--- config.mk ---
export PLATFORM = sky130hd
export DESIGN_NAME = mem_port_arbiter
export DESIGN_NICKNAME = d
export VERILOG_FILES = /design/src/rtl/mem_arb_pkg.sv /design/src/rtl/mem_arb_pick.sv /design/src/rtl/mem_port_arbiter.sv
export SDC_FILE = /design/constraint.sdc
export NUM_CORES = 1
export LEC_CHECK = 0
export ABC_AREA = 1
export ABC_CLOCK_PERIOD_IN_PS = 1800
export CAP_MARGIN = 5
export CORE_AREA = 5 5 122 124
export CTS_BUF_LIST = sky130_fd_sc_hd__clkbuf_16
export CTS_CLUSTER_SIZE = 30
export DETAILED_ROUTE_END_ITERATION = 16
export DIE_AREA = 0 0 127 129
export GPL_ROUTABILITY_DRIVEN = 0
export PLACE_DENSITY_LB_ADDON = 0.08
export SETUP_SLACK_MARGIN = 0.3
export SLEW_MARGIN = 20
export SYNTH_ARGS = -nofsm -noshare
export SYNTH_HDL_FRONTEND = slang
export SYNTH_SLANG_ARGS = --single-unit
--- constraint.sdc ---
create_clock -name i_clk -period 1.8 [get_ports i_clk]
set_clock_uncertainty 0.05 [all_clocks]
set_input_delay 0.36 -clock i_clk [delete_from_list [all_inputs] [get_ports i_clk]]
set_output_delay 0.36 -clock i_clk [all_outputs]
set_load 0.05 [all_outputs]
--- src/rtl/mem_arb_pkg.sv ---
// Shared types and constants for the fetch / load-store memory port arbiter.
package mem_arb_pkg;

    typedef enum logic [1:0] {
        IDLE      = 2'd0,
        ACC_FETCH = 2'd1,
        ACC_DATA  = 2'd2,
        RESP      = 2'd3
    } arb_state_e;

    typedef enum logic {
        REQ_FETCH = 1'b0,
        REQ_DATA  = 1'b1
    } req_id_e;

    localparam int MEM_WORDS_DEFAULT = 64;

    function automatic logic [31:0] byte_limit(input int words);
        return 32'(words * 4);
    endfunction

    localparam logic [31:0] BYTE_ADDR_LIMIT = byte_limit(MEM_WORDS_DEFAULT);

endpackage

--- src/rtl/mem_arb_pick.sv ---
// Two-way requester pick with a last-loser round-robin pointer for conflicts.
module mem_arb_pick
    import mem_arb_pkg::*;
#(
    parameter int PRIORITY_MODE = 0
) (
    input  logic    i_clk,
    input  logic    i_rst_n,
    input  logic    fetch_req,
    input  logic    data_req,
    input  logic    arb_en,
    output logic    any_req,
    output req_id_e winner
);

    logic prefer_data_reg;
    logic prefer_data_next;
    logic conflict;

    assign conflict = fetch_req & data_req;

    always_comb begin
        any_req          = fetch_req | data_req;
        winner           = REQ_FETCH;
        prefer_data_next = prefer_data_reg;
        if (conflict) begin
            winner = ((PRIORITY_MODE == 0) || prefer_data_reg) ? REQ_DATA : REQ_FETCH;
        end else if (data_req) begin
            winner = REQ_DATA;
        end
        // Pointer only moves when a conflict is actually resolved; the loser is preferred next.
        if (arb_en && conflict) begin
            prefer_data_next = (winner == REQ_FETCH);
        end
    end

    always_ff @(posedge i_clk or negedge i_rst_n) begin
        if (!i_rst_n) begin
            prefer_data_reg <= 1'b1;
        end else begin
            prefer_data_reg <= prefer_data_next;
        end
    end

endmodule

--- src/rtl/mem_port_arbiter.sv ---
// Shares one single-port instruction/data memory between fetch and load/store,
// one access per three-cycle slot, with a guarded write path.
module mem_port_arbiter
    import mem_arb_pkg::*;
#(
    parameter int MEM_WORDS     = MEM_WORDS_DEFAULT,
    parameter int PRIORITY_MODE = 0
) (
    input  logic        i_clk,
    input  logic        i_rst_n,
    input  logic        i_fetchReq,
    input  logic [31:0] i_fetchAddress,
    output logic        o_fetchGnt,
    output logic        o_fetchValid,
    output logic [31:0] o_instruction,
    input  logic        i_dataReq,
    input  logic        i_dataWriteEnable,
    input  logic [31:0] i_dataAddress,
    input  logic [31:0] i_dataWriteData,
    output logic        o_dataGnt,
    output logic        o_dataValid,
    output logic        o_dataError,
    output logic [31:0] o_readData,
    output logic [31:0] o_memAddress,
    output logic        o_memWriteEnable,
    output logic [31:0] o_memWriteData,
    input  logic [31:0] i_memReadData
);

    localparam logic [31:0] ADDR_LIMIT = byte_limit(MEM_WORDS);

    arb_state_e  state_reg, state_next;
    req_id_e     winner_reg;
    req_id_e     winner;
    logic        any_req;
    logic        accept;
    logic [31:0] addr_reg;
    logic        we_reg;
    logic [31:0] wdata_reg;
    logic        err_reg;
    logic [31:0] instr_reg;
    logic [31:0] rdata_reg;
    logic        data_req_err;
    logic [1:0]  gnt_vec;
    logic [1:0]  resp_vec;

    mem_arb_pick #(
        .PRIORITY_MODE(PRIORITY_MODE)
    ) u_pick (
        .i_clk    (i_clk),
        .i_rst_n  (i_rst_n),
        .fetch_req(i_fetchReq),
        .data_req (i_dataReq),
        .arb_en   (state_reg == IDLE),
        .any_req  (any_req),
        .winner   (winner)
    );

    assign accept       = (state_reg == IDLE) && any_req;
    assign data_req_err = (i_dataAddress[1:0] != 2'b00) || (i_dataAddress >= ADDR_LIMIT);

    // Index 0 is the fetch requester, index 1 the load/store requester.
    for (genvar gi = 0; gi < 2; gi++) begin : g_req
        assign gnt_vec[gi]  = accept && (winner == ((gi == 0) ? REQ_FETCH : REQ_DATA));
        assign resp_vec[gi] = (state_reg == RESP) &&
                              (winner_reg == ((gi == 0) ? REQ_FETCH : REQ_DATA));
    end

    always_comb begin
        state_next = state_reg;
        case (state_reg)
            IDLE: begin
                if (any_req) begin
                    state_next = (winner == REQ_DATA) ? ACC_DATA : ACC_FETCH;
                end
            end
            ACC_FETCH: state_next = RESP;
            ACC_DATA:  state_next = RESP;
            RESP:      state_next = IDLE;
            default:   state_next = IDLE;
        endcase
    end

    always_ff @(posedge i_clk or negedge i_rst_n) begin
        if (!i_rst_n) begin
            state_reg <= IDLE;
        end else begin
            state_reg <= state_next;
        end
    end

    // Request latch: the memory port is driven only from these registers.
    always_ff @(posedge i_clk or negedge i_rst_n) begin
        if (!i_rst_n) begin
            winner_reg <= REQ_FETCH;
            addr_reg   <= '0;
            we_reg     <= 1'b0;
            wdata_reg  <= '0;
            err_reg    <= 1'b0;
        end else if (accept) begin
            winner_reg <= winner;
            if (winner == REQ_DATA) begin
                addr_reg  <= i_dataAddress;
                we_reg    <= i_dataWriteEnable;
                wdata_reg <= i_dataWriteData;
                err_reg   <= data_req_err;
            end else begin
                addr_reg <= i_fetchAddress;
                we_reg   <= 1'b0;
                err_reg  <= 1'b0;
            end
        end
    end

    always_ff @(posedge i_clk or negedge i_rst_n) begin
        if (!i_rst_n) begin
            instr_reg <= '0;
            rdata_reg <= '0;
        end else begin
            if (state_reg == ACC_FETCH) begin
                instr_reg <= i_memReadData;
            end
            if ((state_reg == ACC_DATA) && !we_reg) begin
                rdata_reg <= err_reg ? 32'd0 : i_memReadData;
            end
        end
    end

    assign o_fetchGnt       = gnt_vec[0];
    assign o_dataGnt        = gnt_vec[1];
    assign o_fetchValid     = resp_vec[0];
    assign o_dataValid      = resp_vec[1];
    assign o_dataError      = resp_vec[1] && err_reg;
    assign o_instruction    = instr_reg;
    assign o_readData       = rdata_reg;
    assign o_memAddress     = addr_reg;
    assign o_memWriteData   = wdata_reg;
    assign o_memWriteEnable = (state_reg == ACC_DATA) && we_reg && !err_reg;

endmodule

=== Word level (Yosys, flattened, before mapping) ===
Index checks and enable logic that the tools add are counted.

* Reduce and logical (&&, ||, !) cells: 16
* Bitwise operators: 4
* Mux-type cells: 9
* Eq/ne operators: 4
* Magnitude comparators: 1

{| class="wikitable"
|+ Operators by type and width
! kind !! number
|-
| $mux 32 || 2
|-
| $ge 32x9->1 const B || 1
|-
| $logic_and 1x1->1 || 9
|-
| $pmux 2 s3 || 1
|-
| $eq 2x2->1 const B || 2
|-
| $mux 1 || 4
|-
| $mux 2 || 2
|-
| $eq 2x1->1 const B || 1
|-
| $logic_not 1->1 || 2
|-
| $logic_not 2->1 || 1
|-
| $ne 2x2->1 const B || 1
|-
| $not 1->1 || 2
|-
| $reduce_and 2->1 || 1
|-
| $reduce_bool 2->1 || 1
|-
| $reduce_or 2->1 || 1
|-
| $and 1x1->1 || 1
|-
| $logic_or 1x1->1 || 1
|-
| $or 1x1->1 || 1
|}

* Register bits: 133
* Logic and storage cells: 42
* Output and inout bits: 134

=== Logic depth before layout (Yosys ltp) ===
Gate-level depths: netlist of the first run.

* Depth in word-level cells: 5
* Mapped depth: 9

=== Cells and area by module ===
A second synthesis of the first run with hierarchy kept.

* Cell total of the unflattened synthesis: 574
* Area, all modules: 5467.7 µm²

{| class="wikitable"
|+ Modules (own cells, without submodules)
! module !! times used !! cells an instance !! area each (µm²) !! seq. area each (µm²)
|-
| mem_port_arbiter || 1 || 570 || 5452.7 || 3328.2
|-
| mem_arb_pick || 1 || 4 || 15.0 || 0.0
|}

=== Worst setup path before layout of the first run ===
OpenSTA, ideal clock, no wires.

* Path kind: register to output
* From: register state_reg[0]
* To: output o_memWriteEnable
* Required time: 1.390 ns
* Slack: -0.549 ns
* Stages on the path, launching flop included: 6
* Arrival: 1.939 ns
* Cells stage by stage: dfrtp_1 > inv_1 > ha_1 > inv_1 > clkbuf_1 > nor3_1

* Word-level cells in the longest chain between the ends: 3

{| class="wikitable"
|+ RTL lines
! item !! line !! text
|-
| from (decl) || mem_port_arbiter.sv:32 || <nowiki>arb_state_e state_reg, state_next;</nowiki>
|-
| from (signal assigned) || mem_port_arbiter.sv:88 || <nowiki>state_reg <= state_next;</nowiki>
|-
| $eq 2x2->1 || mem_port_arbiter.sv:138 || <nowiki>assign o_memWriteEnable = (state_reg == ACC_DATA) && we_reg && !err_reg;</nowiki>
|-
| $logic_and 1x1->1 (2 in a row) || mem_port_arbiter.sv:138 ||
|-
| to (decl) || mem_port_arbiter.sv:25 || <nowiki>output logic o_memWriteEnable,</nowiki>
|}

No other way between the ends.

=== Worst setup path in the final report of the first run ===
* From: register state_reg[1]
* To: output o_dataGnt

* Word-level cells in the longest chain between the ends: 3

{| class="wikitable"
|+ RTL lines
! item !! line !! text
|-
| $logic_not 2->1 || mem_port_arbiter.sv:59 || <nowiki>assign accept = (state_reg == IDLE) && any_req;</nowiki>
|-
| $logic_and 1x1->1 || mem_port_arbiter.sv:59 ||
|-
| $logic_and 1x1->1 || mem_port_arbiter.sv:64 || <nowiki>assign gnt_vec[gi] = accept && (winner == ((gi == 0) ? REQ_FETCH : REQ_DATA));</nowiki>
|-
| to (decl) || mem_port_arbiter.sv:20 || <nowiki>output logic o_dataGnt,</nowiki>
|}

No other way between the ends.

==> flow_metrics.py, run 1 <==
metrics = {
    "hold_path": {
        "min-delay-path-class": "in2async",
    },
    "sta": {
        "fin_ws_ns": -0.1682,
        "whs_ns": 0.3748,
        "setup_viol": 20,
        "maxSlewViolCount": 0,
        "layout_min_cycle_time_ns": 1.968,
        "max_clock_freq_ghz": 0.5081,
        "totalNegativeSetupSlack_ns": -0.6582,
        "finalHoldViolations": 0,
        "relSlewSlack_pct": 45.13,
        "worst_pin_slew_ns": 0.8210,
        "timing.final.crit_share_pct": 109.3,
        "rsz0062_at_grt": "true",
    },
    "routing": {
        "drt_pass1_iterations": 4,
        "drcViolationCount": 0,
        "drt_iter0_drc": 458,
        "wirelength_um": 20040,
        "routedWlPerCell_um": 18.71,
        "viasPerCell": 4.956,
        "vias": 5308,
        "ant_nets": 0,
    },
    "global_routing": {
        "grt_pass1_wl_um": 29680,
        "grt_max_degree": 40,
        "antenna_found_initial": 0,
        "grt.total_usage_pct": 23.44,
        "grt_pass1_vias": 5552,
        "grt_remaining_overflow": 0,
    },
    "placement": {
        "port_buffers": 266,
        "place_inst": 1007,
        "dpl_cell_area_mm2": 0.008112,
        "dpl.hpwl_um": 13110,
    },
    "clock_network": {
        "clk_latency_ns": 0.41,
        "clk_path_buf_depth": 2,
        "clock-root-buffer": "clkbuf_16",
        "cts.sinks": 133,
        "cts_tree": "done",
        "htreeDepth": 4,
        "clk_pin_slew_ns": 0.06,
        "cts_made_buffers": 17,
    },
    "critical_path": {
        "path_max_fanout": 3,
        "crit_required_ns": 1.39,
        "max_stage_delay_ns": 0.40,
        "crit_chain": "buf_6 -> inv_4 -> ha_4 -> buf_4 -> nand2_4 -> inv_8 -> buf_12",
        "crit_type": "reg2out",
        "cp-start-kind": "register",
        "crit_slowest_cell": "dfrtp_1",
        "worstPathArrival_ns": 1.56,
        "end_kind": "primary output",
    },
    "logic_synthesis": {
        "netlist_area_mm2": 0.005468,
        "ys.flop_type": "dfrtp_1",
        "synth_seq_area_share_pct": 60.87,
        "yosys_warnings": 0,
        "syn_inst": 574,
        "avgSynthCellArea_um2": 9.526,
        "synth-edff-count": 0,
        "ys_ff_latch": 133,
        "synth_cell_types": 20,
        "syn_nets": 711,
        "async_flop_share_pct": 100.0,
    },
    "final_layout": {
        "final_layout_size_suffix_gt1_share_pct": 34.12,
        "syn2layout_area_growth_pct": 77.55,
        "fillers": 1038,
        "fin_area_mm2": 0.009708,
        "antennaDiodeCount": 0,
        "final_common_cell": "nand2_1",
        "instances_no_fill": 1071,
        "nets": 1016,
        "mostFrequentLayoutCells": "203 x nand2_1, 143 x buf_4, 133 x dfrtp_1",
    },
    "floorplan": {
        "ios": 267,
        "start_util_pct": 40.01,
        "die_x_um": 127,
        "core_area_mm2": 0.01367,
        "dieArea_mm2": 0.01638,
        "die_h_um": 129,
        "rows": 43,
    },
    "outcome": {
        "violations": "negative setup slack",
        "status": "finished, violations left",
    },
    "power": {
        "ir_drop_mv": 1.013,
        "p_leak_nw": 4.809,
        "power_density_mw_per_mm2": 2268,
    },
    "job": {
        "max_cap_violations": 0,
    },
}
where the power goes:
group          leakage [nW]  internal [mW]  switching [mW]
combinational          2.85           4.83            8.21
sequential             1.64           4.41           0.901
clock                 0.312           2.42            1.25
final timing paths:
path                       slack [ns]                           from  cells past startpoint                              to
min                              0.37                        i_rst_n                      2    o_instruction[0]$_DFFE_PN0N_
max in group asynchronous        0.71                        i_rst_n                      3  o_memWriteData[19]$_DFFE_PN0P_
min reg2reg                      0.43  o_memWriteData[3]$_DFFE_PN0P_                      2   o_memWriteData[3]$_DFFE_PN0P_
max reg2reg                     -0.03       state_reg[0]$_DFFE_PN0P_                      7      o_readData[14]$_DFFE_PN0P_
min in group i_clk               0.43  o_memWriteData[3]$_DFFE_PN0P_                      2   o_memWriteData[3]$_DFFE_PN0P_
max                             -0.17       state_reg[1]$_DFFE_PN0P_                      7                       o_dataGnt
cell families after synthesis:
group	count (synthesis)	synth area share (%)
adder cells (fa/ha/maj)	4	0.9154
flip-flops	133	60.87
multiplexers	32	6.590
AO/OA/AOI/OAI	36	3.593
AND/OR/NAND/NOR	325	23.98
buffers and inverters	44	4.050
layer usage:
metal / vias up / part of all wire (%) / global-route usage [%]
met5: - / 0 / 0
li1: 2470 / - / -
met1: 2593 / 38 / 27.78
met3: 25 / 7.1 / 7.555
met2: 220 / 52 / 39.17
met4: 0 / 2.1 / 10.54
critical path: cells and delay by family (launching register included):
family	cells	cell delay (ns)
flip-flops	1	0.40
buffers and inverters	5	0.54
AND/OR/NAND/NOR	1	0.07
adder cells (fa/ha/maj)	1	0.14
timing repair:
action	CTS	global route
pin swaps	24	13
endpoints found under the setup margin	138	138
buffers inserted	10	5
cloned	7	10
hold buffers	1	0
resized for setup	76	53
hold endpoints to repair	35	0
stage by stage:
step	utilization [%]	setup slack (ns)	total power [mW]
after floorplan	-	0.1638	12.51
after global placement	59.36	-0.07554	16.02
after detailed placement	59.36	-0.2176	16.24
after CTS	67.98	-0.1737	21.36
after global routing	71.04	-0.2381	23.01
final	71.04	-0.1682	22.02
synthesized netlist by cell type (4+ instances only):
master    instances  area share, %
nand2_1         236             16
dfrtp_1         133             61
nand3_1          67            6.1
o21ai_0          33            3.0
mux2_2           30            6.2
nor2_1           18            1.2
buf_2            12            1.1
clkbuf_1         10           0.69
inv_1             9           0.62
buf_6             4           0.82
ha_1              4           0.92
cell type report:
cell class / instances / area [um2] / area share [%]
repair buffers: 318 / 3236 / 33.33
clock inverters: 14 / 191.4 / 1.972
inverters: 12 / 55.05 / 0.5671
well taps: 180 / 225.2 / 2.320
clock buffers: 17 / 425.4 / 4.382
multi-input cells: 397 / 2247 / 23.15
flip-flops and latches: 133 / 3328 / 34.28
Power figures use the tool's default switching activity.
==> inputs of run 2 (changes only) <==
- CELL_PAD_IN_SITES_DETAIL_PLACEMENT: not set -> 0
- CELL_PAD_IN_SITES_GLOBAL_PLACEMENT: not set -> 1
- CORE_AREA: 5 5 122 124 -> 5 5 144 146
- DIE_AREA: 0 0 127 129 -> 0 0 149 151
- SETUP_SLACK_MARGIN: 0.3 -> 0.02
==> flow_metrics.py, run 2 (synthesis gave the netlist of run 1 again) <==
metrics = {
    "outcome": {
        "status": "finished, violations left",
        "violations": "negative setup slack",
    },
    "sta": {
        "maxSlewViolCount": 0,
        "max_clock_freq_ghz": 0.5276,
        "fin_ws_ns": -0.09555,
        "rsz0062_at_grt": "true",
        "worst_pin_slew_ns": 0.3925,
        "finalHoldViolations": 0,
        "setup_viol": 6,
        "layout_min_cycle_time_ns": 1.896,
        "timing.final.crit_share_pct": 105.3,
        "relSlewSlack_pct": 73.83,
    },
    "global_routing": {
        "grt_remaining_overflow": 0,
        "grt_pass1_vias": 5386,
        "grt_max_degree": 39,
        "grt.total_usage_pct": 16.58,
        "antenna_found_initial": 0,
        "grt_pass1_wl_um": 29160,
    },
    "routing": {
        "drcViolationCount": 0,
        "wirelength_um": 18530,
        "drt_pass1_iterations": 5,
        "viasPerCell": 4.390,
        "routedWlPerCell_um": 16.28,
        "vias": 4996,
        "drt_iter0_drc": 201,
        "ant_nets": 0,
    },
    "final_layout": {
        "mostFrequentLayoutCells": "233 x nand2_1, 150 x buf_4, 133 x dfrtp_1",
        "syn2layout_area_growth_pct": 65.24,
        "antennaDiodeCount": 0,
        "fillers": 1865,
        "final_common_cell": "nand2_1",
        "fin_area_mm2": 0.009035,
        "final_layout_size_suffix_gt1_share_pct": 28.06,
        "nets": 997,
        "final_util_pct": 46.88,
    },
    "critical_path": {
        "cp-start-kind": "register",
        "worstPathArrival_ns": 1.49,
        "crit_path_frequent_cell": "inv_2",
        "crit_slowest_cell": "dfrtp_1",
        "crit_type": "reg2out",
        "cpLargestDelayFamily": "flip-flops",
        "crit_required_ns": 1.39,
        "crit_chain": "inv_2 -> ha_4 -> o21ai_4 -> inv_2 -> nand2_2 -> inv_2 -> buf_8",
        "r2r_slack_ns": 0.16,
        "end_kind": "primary output",
        "cp.buffers_inverters": 4,
        "path_max_fanout": 4,
        "max_stage_delay_ns": 0.42,
    },
    "placement": {
        "dpl_cell_area_mm2": 0.008260,
        "dp_slack_ns": -0.08773,
        "port_buffers": 266,
        "dpl.hpwl_um": 13760,
    },
    "job": {
        "max_cap_violations": 0,
    },
    "power": {
        "ir_drop_mv": 0.7858,
        "p_leak_nw": 4.399,
        "power.total_mw": 20.02,
        "power_density_mw_per_mm2": 2216,
    },
    "clock_network": {
        "clk_path_buf_depth": 2,
        "htreeDepth": 4,
        "cts_tree": "done",
        "clk_pin_slew_ns": 0.06,
        "clock-root-buffer": "clkbuf_16",
        "clk_latency_ns": 0.41,
        "cts_made_buffers": 17,
        "cts.sinks": 133,
    },
    "floorplan": {
        "rows": 51,
        "ios": 267,
        "dieArea_mm2": 0.02250,
        "core_area_mm2": 0.01927,
        "die_h_um": 151,
        "die_x_um": 149,
        "start_util_pct": 28.37,
    },
    "hold_path": {
        "min-delay-path-class": "in2async",
    },
}
run 2: cell types whose count changed in the layout (fill, tap and decap cells not counted), sizes merged:
cell and delta:
inv +3, clkbuf -6, clkinvlp +5, bufbuf -1, bufinv -2, buf -12, clkinv -5
run 2: final timing paths:
check,start,to,depth (start not counted)
hold reg to reg,o_memWriteData[10]$_DFFE_PN0P_,o_memWriteData[10]$_DFFE_PN0P_,2
min in group i_clk,o_memWriteData[10]$_DFFE_PN0P_,o_memWriteData[10]$_DFFE_PN0P_,2
hold / removal,i_rst_n,o_instruction[19]$_DFFE_PN0N_,2
max in group asynchronous,i_rst_n,o_instruction[29]$_DFFE_PN0N_,3
setup reg to reg,state_reg[1]$_DFFE_PN0P_,o_memAddress[23]$_DFFE_PN0P_,9
setup / recovery,state_reg[1]$_DFFE_PN0P_,o_fetchGnt,7
run 2: worst reg2reg max path, stage by stage (launching register included):
cell and delay, ns:
dfrtp_1 0.41, inv_2 0.07, ha_4 0.18, buf_4 0.14
nand2_4 0.06, inv_4 0.04, buf_4 0.14, buf_12 0.17
a22oi_1 0.21, nand2_1 0.07
run 2: timing repair:
| action | 4_1_cts | 5_1_grt |
|---|---|---|
| setup endpoints to repair | 5 | 11 |
| hold buffers | 1 | 0 |
| endpoints found under the hold margin | 30 | 0 |
| buffers inserted | 9 | 2 |
| resized for setup | 13 | 7 |
| pin swaps | 2 | 1 |
| cloned | 0 | 1 |
run 2: cell type report:
cell class              count  area (um2)  area share, %
repair buffers            299        2761          30.56
flip-flops and latches    133        3328          36.84
clock buffers              17       425.4          4.708
well taps                 265       331.6          3.670
clock inverters            15       178.9          1.980
inverters                  12       47.55         0.5262
multi-input cells         397        1962          21.71
run 2: metal layers:
metal,global-route usage [%],wire length [um],share of wire (%),vias up
met5,0,0,0,-
met4,5.446,319,1.7,0
met3,7.540,2008,11,21
met2,26.30,8595,46,201
met1,20.17,7605,41,2346
li1,-,-,-,2428
run 2: power breakdown:
part           total (mW)  internal, mW  switching [mW]
Combinational        11.3          3.63            7.63
Clock                3.56          2.18            1.37
Sequential           5.21          4.41           0.805
run 2: per-stage QoR:
stage,hold slack (ns),TNS (ns),cells
5_1_grt,0.3869,-0.7033,1138
3_5_place_dp,0.2319,-0.3499,1094
2_1_floorplan,0.01441,0,574
4_1_cts,0.3599,-0.4607,1136
3_3_place_gp,0.2351,-0.05766,1094
6_report,0.3732,-0.2379,1138
==> inputs of run 3 (changes only) <==
- CORE_AREA: 5 5 144 146 -> 5 5 142 144
- CTS_BUF_LIST: sky130_fd_sc_hd__clkbuf_16 -> sky130_fd_sc_hd__clkbuf_2 sky130_fd_sc_hd__clkbuf_4 sky130_fd_sc_hd__clkbuf_8
- DIE_AREA: 0 0 149 151 -> 0 0 147 149
==> flow_metrics.py, run 3 (synthesis gave the netlist of run 1 again) <==
metrics = {
    "routing": {
        "viasPerCell": 4.544,
        "wirelength_um": 18750,
        "drt_pass1_iterations": 4,
        "drcViolationCount": 0,
        "drt_iter0_drc": 220,
        "vias": 5044,
        "routedWlPerCell_um": 16.89,
        "ant_nets": 0,
    },
    "sta": {
        "fin_ws_ns": -0.09742,
        "relSlewSlack_pct": 70.12,
        "timing.final.crit_share_pct": 105.4,
        "maxSlewViolCount": 0,
        "whs_ns": 0.3802,
        "worst_pin_slew_ns": 0.4482,
        "layout_min_cycle_time_ns": 1.897,
        "setup_viol": 6,
        "rsz0062_at_grt": "true",
        "max_clock_freq_ghz": 0.5270,
        "finalHoldViolations": 0,
    },
    "global_routing": {
        "grt_pass1_vias": 5444,
        "grt_pass1_wl_um": 29980,
        "grt_max_degree": 44,
        "antenna_found_initial": 0,
        "grt.total_usage_pct": 17.16,
        "grt_remaining_overflow": 0,
    },
    "clock_network": {
        "cts.sinks": 133,
        "cts_made_buffers": 17,
        "clock-root-buffer": "clkbuf_8",
        "cts_tree": "done",
        "clk_latency_ns": 0.43,
        "clk_pin_slew_ns": 0.08,
        "clk_path_buf_depth": 2,
        "htreeDepth": 4,
    },
    "floorplan": {
        "die_h_um": 149,
        "ios": 267,
        "die_x_um": 147,
        "start_util_pct": 29.43,
        "core_area_mm2": 0.01858,
        "dieArea_mm2": 0.02190,
        "rows": 50,
    },
    "final_layout": {
        "mostFrequentLayoutCells": "234 x nand2_1, 154 x buf_4, 133 x dfrtp_1",
        "nets": 1000,
        "syn2layout_area_growth_pct": 62.15,
        "final_common_cell": "nand2_1",
        "antennaDiodeCount": 0,
        "final_layout_size_suffix_gt1_share_pct": 28.54,
    },
    "outcome": {
        "violations": "negative setup slack",
        "status": "finished, violations left",
    },
    "power": {
        "p_leak_nw": 4.349,
        "combPwrFrac_pct": 58.4,
        "switching_power_mw": 9.679,
        "clkPwrFrac_pct": 14.8,
        "seqPwrFrac_pct": 26.8,
        "switching_share_pct": 49.93,
        "p_int_mw": 9.707,
        "power_density_mw_per_mm2": 2187,
        "ir_drop_mv": 0.7920,
        "power.total_mw": 19.39,
    },
    "critical_path": {
        "crit_type": "reg2out",
        "end_kind": "primary output",
        "reg2reg_depth": 11,
        "crit_required_ns": 1.39,
        "path_max_fanout": 2,
        "worstPathArrival_ns": 1.49,
        "cp-start-kind": "register",
    },
    "placement": {
        "dpl.hpwl_um": 13850,
        "port_buffers": 266,
    },
    "job": {
        "max_cap_violations": 0,
    },
    "hold_path": {
        "min-delay-path-class": "in2async",
    },
}
## run 3: power by group through the flow
stage	sequential (mW)	combinational (mW)	clock (mW)
finish	5.19	11.3	2.88
global route	5.37	12.0	3.10
CTS	5.20	11.4	2.97
detailed placement	5.24	11.2	0
global placement	5.21	11.1	0
floorplan	9.77	2.69	0
## run 3: worst max-delay path, cell delays in order, from the launching register on
cell,delay (ns)
dfrtp_1,0.41
inv_2,0.09
ha_4,0.15
o21ai_4,0.06
inv_2,0.08
nand2_4,0.06
inv_4,0.07
buf_8,0.14
## run 3: final timing paths
kind	from	to	slack (ns)
setup / recovery	state_reg[0]$_DFFE_PN0P_	o_fetchGnt	-0.1
hold / removal	i_rst_n	o_instruction[20]$_DFFE_PN0N_	0.38
max in group asynchronous	i_rst_n	o_memWriteData[28]$_DFFE_PN0P_	0.74
min in group i_clk	i_dataWriteData[14]	o_memWriteData[14]$_DFFE_PN0P_	0.40
setup reg to reg	state_reg[0]$_DFFE_PN0P_	o_memAddress[11]$_DFFE_PN0P_	0.06
hold reg to reg	o_memWriteData[29]$_DFFE_PN0P_	o_memWriteData[29]$_DFFE_PN0P_	0.44
## run 3: per-stage QoR
stage	cells	worst slack [ns]	instance area (um2)	setup TNS [ns]	utilization (%)
after global placement	1068	-0.1018	8259	-1.771	44.45
after detailed placement	1068	-0.08238	8259	-1.579	44.45
final	1110	-0.09742	8866	-0.2862	47.72
after floorplan	574	0.02313	5479	0	-
after CTS	1107	-0.1341	8825	-0.5840	47.49
after global routing	1110	-0.1990	8866	-0.9282	47.72
## run 3: final cells by class
| cell class | instances | area (um2) |
|---|---|---|
| clock inverter | 11 | 171.4 |
| tap | 234 | 292.8 |
| timing repair buffer | 302 | 2758 |
| sequential | 133 | 3328 |
| clock buffer | 21 | 289.0 |
| inverter | 12 | 50.05 |
| fill | 1764 | 9714 |
| multi-input combinational | 397 | 1977 |
## run 3: layer usage
layer	part of all wire [%]	GRT usage [%]
met1	42	21.04
met2	47	28.00
met3	9.5	7.232
met4	1.4	4.567
met5	0	0
## run 3: what timing repair did
| action | 4_1_cts | 5_1_grt |
|---|---|---|
| setup endpoints to repair | 6 | 16 |
| buffers inserted | 6 | 3 |
| pin swaps | 2 | 0 |
| hold buffers | 1 | 0 |
| endpoints found under the hold margin | 38 | 0 |
| cloned | 0 | 0 |
| resized for setup | 18 | 3 |
